===== src/rtl/conv_pkg.sv =====
`default_nettype none
// ============================================================================
//  Module      : conv_pkg
//  Description : Shared widths, saturation bounds, FSM encoding and the
//                sat_round requant helper for convolution datapaths.
//  Revision    : 1.0 - initial release
// ============================================================================
package conv_pkg;

    localparam int SUM_BW   = 16;
    localparam int ACC_BW   = 24;
    localparam int DATA_BW  = 8;
    localparam int PASS_BW  = 4;
    localparam int SHIFT_BW = 5;

    localparam logic signed [DATA_BW-1:0] SAT_MAX = {1'b0, {(DATA_BW-1){1'b1}}};
    localparam logic signed [DATA_BW-1:0] SAT_MIN = {1'b1, {(DATA_BW-1){1'b0}}};

    typedef enum logic [0:0] {
        ST_IDLE  = 1'b0,
        ST_ACCUM = 1'b1
    } acc_state_t;

    // Round-half-up shift, saturate, optional ReLU. A 64-bit intermediate keeps
    // the rounding constant exact for every shift up to 31.
    function automatic logic signed [DATA_BW-1:0] sat_round(
        input logic signed [ACC_BW-1:0]   fin,
        input logic        [SHIFT_BW-1:0] shift,
        input logic                       relu
    );
        logic signed [63:0]        w_ext;
        logic signed [63:0]        w_rnd;
        logic signed [63:0]        w_r;
        logic signed [DATA_BW-1:0] w_sat;
        w_ext = 64'(fin);
        w_rnd = (shift == '0) ? 64'sd0 : (64'sd1 <<< (shift - 1'b1));
        w_r   = (w_ext + w_rnd) >>> shift;
        if (w_r > 64'(SAT_MAX)) begin
            w_sat = SAT_MAX;
        end else if (w_r < 64'(SAT_MIN)) begin
            w_sat = SAT_MIN;
        end else begin
            w_sat = w_r[DATA_BW-1:0];
        end
        if (relu && (w_sat < 0)) begin
            w_sat = '0;
        end
        return w_sat;
    endfunction

endpackage
`default_nettype wire


===== src/rtl/stream_fifo2.sv =====
`default_nettype none
// ============================================================================
//  Module      : stream_fifo2
//  Description : Two-entry valid/ready FIFO; push while full is only taken
//                when a pop happens in the same cycle.
//  Revision    : 1.0 - initial release
// ============================================================================
module stream_fifo2 #(
    parameter int WIDTH = 8
) (
    input  logic             clk,
    input  logic             rst_n,
    input  logic             i_push,
    input  logic [WIDTH-1:0] i_data,
    output logic             o_valid,
    output logic [WIDTH-1:0] o_data,
    input  logic             i_ready,
    output logic             o_full,
    output logic             o_empty
);

    logic [WIDTH-1:0] r_mem [0:1];
    logic             r_wptr;
    logic             r_rptr;
    logic [1:0]       r_cnt;
    logic             w_pop;
    logic             w_accept;

    assign o_empty  = (r_cnt == 2'd0);
    assign o_full   = (r_cnt == 2'd2);
    assign o_valid  = !o_empty;
    assign o_data   = r_mem[r_rptr];
    assign w_pop    = o_valid && i_ready;
    assign w_accept = i_push && (!o_full || w_pop);

    always_ff @(posedge clk or negedge rst_n) begin
        if (!rst_n) begin
            for (int i = 0; i < 2; i++) begin
                r_mem[i] <= '0;
            end
            r_wptr <= 1'b0;
            r_rptr <= 1'b0;
            r_cnt  <= 2'd0;
        end else begin
            if (w_accept) begin
                r_mem[r_wptr] <= i_data;
                r_wptr        <= ~r_wptr;
            end
            if (w_pop) begin
                r_rptr <= ~r_rptr;
            end
            case ({w_accept, w_pop})
                2'b10:   r_cnt <= r_cnt + 2'd1;
                2'b01:   r_cnt <= r_cnt - 2'd1;
                default: r_cnt <= r_cnt;
            endcase
        end
    end

endmodule
`default_nettype wire


===== src/rtl/psum_requant.sv =====
`default_nettype none
// ============================================================================
//  Module      : psum_requant
//  Description : Multi-pass psum accumulation, bias add, requant to DATA_BW
//                and a 2-entry output buffer with sticky overflow flag.
//  Revision    : 1.0 - initial release
// ============================================================================
module psum_requant #(
    parameter int SUM_BW   = conv_pkg::SUM_BW,
    parameter int ACC_BW   = conv_pkg::ACC_BW,
    parameter int DATA_BW  = conv_pkg::DATA_BW,
    parameter int PASS_BW  = conv_pkg::PASS_BW,
    parameter int SHIFT_BW = conv_pkg::SHIFT_BW
) (
    input  logic                      clk,
    input  logic                      rst_n,
    input  logic                      i_cfg_en,
    input  logic        [PASS_BW-1:0]  i_cfg_passes,
    input  logic        [SHIFT_BW-1:0] i_cfg_shift,
    input  logic                      i_cfg_relu,
    input  logic signed [ACC_BW-1:0]   i_cfg_bias,
    input  logic                      i_valid,
    input  logic signed [SUM_BW:0]     i_psum,
    output logic                      o_valid,
    output logic signed [DATA_BW-1:0]  o_data,
    input  logic                      i_ready,
    output logic                      o_busy,
    output logic                      o_overflow
);
    import conv_pkg::*;

    logic        [PASS_BW-1:0]  r_passes;
    logic        [SHIFT_BW-1:0] r_shift;
    logic                       r_relu;
    logic signed [ACC_BW-1:0]   r_bias;
    logic signed [ACC_BW-1:0]   r_acc;
    logic        [PASS_BW-1:0]  r_count;
    logic signed [ACC_BW-1:0]   r_fin;
    logic                       r_fin_v;
    logic        [SHIFT_BW-1:0] r_fin_shift;
    logic                       r_fin_relu;
    acc_state_t                 r_state;

    logic signed [ACC_BW-1:0]   w_psum_ext;
    logic signed [ACC_BW-1:0]   w_base;
    logic                       w_last;
    logic                       w_cfg_load;
    logic signed [DATA_BW-1:0]  w_res;
    logic                       w_full;
    logic                       w_empty;
    logic                       w_drop;

    assign w_psum_ext = {{(ACC_BW-SUM_BW-1){i_psum[SUM_BW]}}, i_psum};
    assign w_base     = (r_count == '0) ? w_psum_ext : (r_acc + w_psum_ext);
    // passes of 0 or 1 make every beat a complete group
    assign w_last     = (r_passes <= PASS_BW'(1)) || (r_count == (r_passes - PASS_BW'(1)));
    assign w_cfg_load = i_cfg_en && !o_busy;

    always_ff @(posedge clk or negedge rst_n) begin
        if (!rst_n) begin
            r_passes   <= PASS_BW'(1);
            r_shift    <= '0;
            r_relu     <= 1'b0;
            r_bias     <= '0;
            o_overflow <= 1'b0;
        end else begin
            if (w_cfg_load) begin
                r_passes   <= i_cfg_passes;
                r_shift    <= i_cfg_shift;
                r_relu     <= i_cfg_relu;
                r_bias     <= i_cfg_bias;
                o_overflow <= 1'b0;
            end
            if (w_drop) begin
                o_overflow <= 1'b1;
            end
        end
    end

    // Requant settings travel with fin so a config load on the completing
    // beat cannot alter the result already in flight.
    always_ff @(posedge clk or negedge rst_n) begin
        if (!rst_n) begin
            r_acc       <= '0;
            r_count     <= '0;
            r_fin       <= '0;
            r_fin_v     <= 1'b0;
            r_fin_shift <= '0;
            r_fin_relu  <= 1'b0;
            r_state     <= ST_IDLE;
            o_busy      <= 1'b0;
        end else begin
            r_fin_v <= 1'b0;
            if (i_valid) begin
                r_acc <= w_base;
                if (w_last) begin
                    r_fin       <= w_base + r_bias;
                    r_fin_v     <= 1'b1;
                    r_fin_shift <= r_shift;
                    r_fin_relu  <= r_relu;
                    r_count     <= '0;
                end else begin
                    r_count <= r_count + PASS_BW'(1);
                end
            end
            case (r_state)
                ST_IDLE: begin
                    if (i_valid && !w_last) begin
                        r_state <= ST_ACCUM;
                        o_busy  <= 1'b1;
                    end
                end
                ST_ACCUM: begin
                    if (i_valid && w_last) begin
                        r_state <= ST_IDLE;
                        o_busy  <= 1'b0;
                    end
                end
                default: begin
                    r_state <= ST_IDLE;
                    o_busy  <= 1'b0;
                end
            endcase
        end
    end

    assign w_res  = sat_round(r_fin, r_fin_shift, r_fin_relu);
    assign w_drop = r_fin_v && w_full && !(!w_empty && i_ready);

    stream_fifo2 #(
        .WIDTH (DATA_BW)
    ) u_fifo (
        .clk     (clk),
        .rst_n   (rst_n),
        .i_push  (r_fin_v),
        .i_data  (w_res),
        .o_valid (o_valid),
        .o_data  (o_data),
        .i_ready (i_ready),
        .o_full  (w_full),
        .o_empty (w_empty)
    );

endmodule
`default_nettype wire


===== config.mk =====
export PLATFORM = sky130hd
export DESIGN_NAME = psum_requant
export DESIGN_NICKNAME = d
export VERILOG_FILES = /design/src/rtl/conv_pkg.sv /design/src/rtl/stream_fifo2.sv /design/src/rtl/psum_requant.sv
export SDC_FILE = /design/constraint.sdc
export NUM_CORES = 1
export LEC_CHECK = 0
export BUFFER_PORTS_ARGS = -buffer_cell sky130_fd_sc_hd__buf_2
export CAP_MARGIN = 30
export CORE_UTILIZATION = 30
export DETAILED_ROUTE_END_ITERATION = 8
export PLACE_DENSITY_LB_ADDON = 0.12
export SYNTH_ARGS = -nofsm -noshare
export SYNTH_HDL_FRONTEND = slang
export SYNTH_SLANG_ARGS = --single-unit

===== constraint.sdc =====
create_clock -name clk -period 6 [get_ports clk]
set_input_delay 0.3 -clock clk [delete_from_list [all_inputs] [get_ports clk]]
set_output_delay 0.3 -clock clk [all_outputs]
set_load 0.01 [all_outputs]

==> metrics <==
first-pass GRT wire length 73900 um; Pre-antenna DRT Iters 6; Die Area 43100 um^2; CTS tree built; Arr. time, crit path 6100 ps; largest net degree at the start of global routing 66; All-Layer GR Usage 0.219; initial core utilization 0.307; antenna violations before repair 0; P&R area growth vs syn 16.8%; vias in the first global route 12802; cells after synthesis 1574; Vias 12850; Crit path buffers/inverters 3; Hold Vio Cnt, Final 0; Placed Cells 2199; Seq/Total Area, Yosys 0.229; library cells used by synthesis 112; antenna cell count 0; critical path class reg -> reg; # nets final 1830; total clock buffers created by CTS 17; Core Area 41300 um^2; PortBufs 66; CP Launch Type flip-flop; drc violations 0; time the worst path needs with I/O delays and setup 5720 ps; max_cap viols 0; status complete, no violations; Die Wd 208 um; Post-Syn Area 12700 um^2; Max VDD drop 0.334 mV; 1st-iter DRT viols 880; Setup WS pre-CTS 318 ps; ys flop type dfrtp_1; CP peak stage delay 450 ps; I/O pin cnt 67; syn avg cell area 8.07 um^2; Critical Path Sink Type flip-flop; layout cells sized above 1 0.217; Overall Power 0.0109 W; Area after DPL 14200 um^2; Worst Skew 12.1 ps; CP Data Required Time 6380 ps; Die Y 208 um; number of synthesized register bits 116; cell area power density 733 nW/um^2; root buf cell clkbuf_16; Clock Latency Late Sink 440 ps; row count 74; Slew Limit Headroom 0.409; number of synthesized flops with an enable pin 0; clock slew at reported path FFs 70 ps; Non-Filler Instances 2232; clock sink count 116; HPWL after DPL 37300 um; Setup Fix Bufs, Post-CTS 0; vias per cell 5.76; CP top delay family compound AO/OA/AOI/OAI gates; WL final 47500 um; actual slew at the worst max-slew pin 876 ps; H-tree depth 4; Final Setup Violations 0; RePlAce Congestion 0.981; Post-Syn Nets 1717; Final WS setup 282 ps; Max FO, Critical Path 27; RSZ-0062 raised after global routing no; ANT nets after route 0; post-route cell area 14800 um^2; worst hold path class in -> reg; total grt overflow 0; TNS Setup 0 ps; yosys warns 0; cell at the slowest stage of the critical path ha_1; most common cell after layout, fill and taps aside nand2_1; Pleak 6.19 nW; Max Root-Sink Buffers 2; Final Cycle Share 0.953; max-slew violation count 0; fmax 175 MHz; Synth async-reset ratio 1.00; most frequent cells in the layout nand2_1 (179), nor2_1 (140), buf_4 (115); crit-path cells buf_4 -> nor2_1 -> nand2_1 -> nor2_1 -> ha_1 -> nand2_1 -> nor2_1 -> a22o_1 -> nor3_2 -> buf_4 -> o31ai_1 -> nand4_1 -> a31o_2 -> buf_4 -> mux2_2 -> a211oi_1 -> a32oi_1 -> a2111oi_1 -> a41oi_2 -> o21ai_1 -> mux2_2; WL/cell 21.3 um
[flip-flops by register name, indices dropped and copies added, names as in the netlist, 2 cells and up, named ones only]
signal and cells:
r_acc 24, r_bias 24, r_count 4, r_fin 24, r_fin_shift 5, r_passes 4, r_shift 5, u_fifo.r_cnt 2
u_fifo.r_mem 16
[layout make-up]
class,count,area [um^2]
Fill cell,4402,26500
Multi-Input combinational cell,1335,9300
Sequential cell,116,2910
Timing Repair Buffer,183,1240
Tap cell,532,666
Clock buffer,17,425
Clock inverter,15,164
Inverter,34,128
[through the flow]
stage / hold slack (ps) / util
2_1_floorplan: 4.41 / -
3_3_place_gp: 448 / 0.344
3_5_place_dp: 457 / 0.345
4_1_cts: 54.3 / 0.359
5_1_grt: 79.8 / 0.359
6_report: 73.0 / 0.359
[power breakdown]
part / internal [W] / total (W) / switching [W]
clock: 0.000589 / 0.00102 / 0.000434
sequential: 0.00118 / 0.00152 / 0.000338
combinational: 0.00341 / 0.00832 / 0.00491
[cell families (layout without fill, tap and decap cells)]
logic type | after synthesis | count (layout) | share of synthesized area
buf+inv | 123 | 249 | 0.0393
mux | 109 | 109 | 0.101
flops | 116 | 116 | 0.229
xor+xnor | 64 | 64 | 0.0442
compound gates | 518 | 518 | 0.290
simple gates | 554 | 554 | 0.207
fa+ha+maj | 88 | 88 | 0.0883
other cells | 2 | 2 | 0.000592
[cells in the mapped netlist, types with 17 or more instances]
| cell | instances | share of area |
|---|---|---|
| nand2_1 | 179 | 0.053 |
| nor2_1 | 140 | 0.041 |
| dfrtp_1 | 115 | 0.23 |
| a21oi_1 | 109 | 0.043 |
| o21ai_0 | 91 | 0.036 |
| ha_1 | 84 | 0.083 |
| mux2_2 | 76 | 0.067 |
| clkbuf_1 | 60 | 0.018 |
| nor3_1 | 59 | 0.023 |
| xnor2_1 | 41 | 0.028 |
| nand3_1 | 32 | 0.013 |
| a211oi_1 | 31 | 0.018 |
| inv_1 | 30 | 0.0089 |
| nand4_1 | 30 | 0.015 |
| a31oi_1 | 25 | 0.012 |
| xor2_1 | 23 | 0.016 |
| o211ai_1 | 21 | 0.012 |
| o31ai_1 | 21 | 0.012 |
| a21o_1 | 19 | 0.011 |
| and2_1 | 18 | 0.0089 |
| mux2i_1 | 18 | 0.014 |
| o21ai_1 | 18 | 0.0071 |
| and3_1 | 17 | 0.0084 |
[per-layer routing]
layer | part of all wire | global-route usage | up-vias | wire [um]
met3 | 0.044 | 0.0250 | 71 | 2090
met4 | 0.026 | 0.0715 | 0 | 1230
met5 | 0 | 0 | - | 0
li1 | - | - | 6222 | -
met2 | 0.48 | 0.377 | 370 | 22700
met1 | 0.45 | 0.284 | 6187 | 21500
[worst paths after layout]
path                       depth (start not counted)                  startpoint  slack (ps)                           end
max in group asynchronous                          3                       rst_n        4200    r_fin_shift[1]$_DFFE_PN0P_
setup / recovery                                  21  r_fin_shift[2]$_DFFE_PN0P_         280  u_fifo.r_mem[12]$_DFFE_PN0P_
min in group asynchronous                          2                       rst_n         500          r_acc[9]$_DFFE_PN0P_
hold / removal                                     3             i_cfg_passes[1]          70       r_passes[1]$_DFFE_PN0P_
hold reg to reg                                    1                   flip-flop         460            o_busy$_DFFE_PN0P_
setup reg to reg                                  21  r_fin_shift[2]$_DFFE_PN0P_         280  u_fifo.r_mem[12]$_DFFE_PN0P_
[tightest hold or removal path, stage by stage]
cell	delay, ps
buf_2	80
nand2_1	40
o21ai_0	60
[timing repair]
item	4_1_cts	5_1_grt
hold buffers	1	0
gates resized for setup	0	3
endpoints found under the setup margin	0	14
endpoints found under the hold margin	20	0
Note: power is estimated with default switching activity, not from simulation.
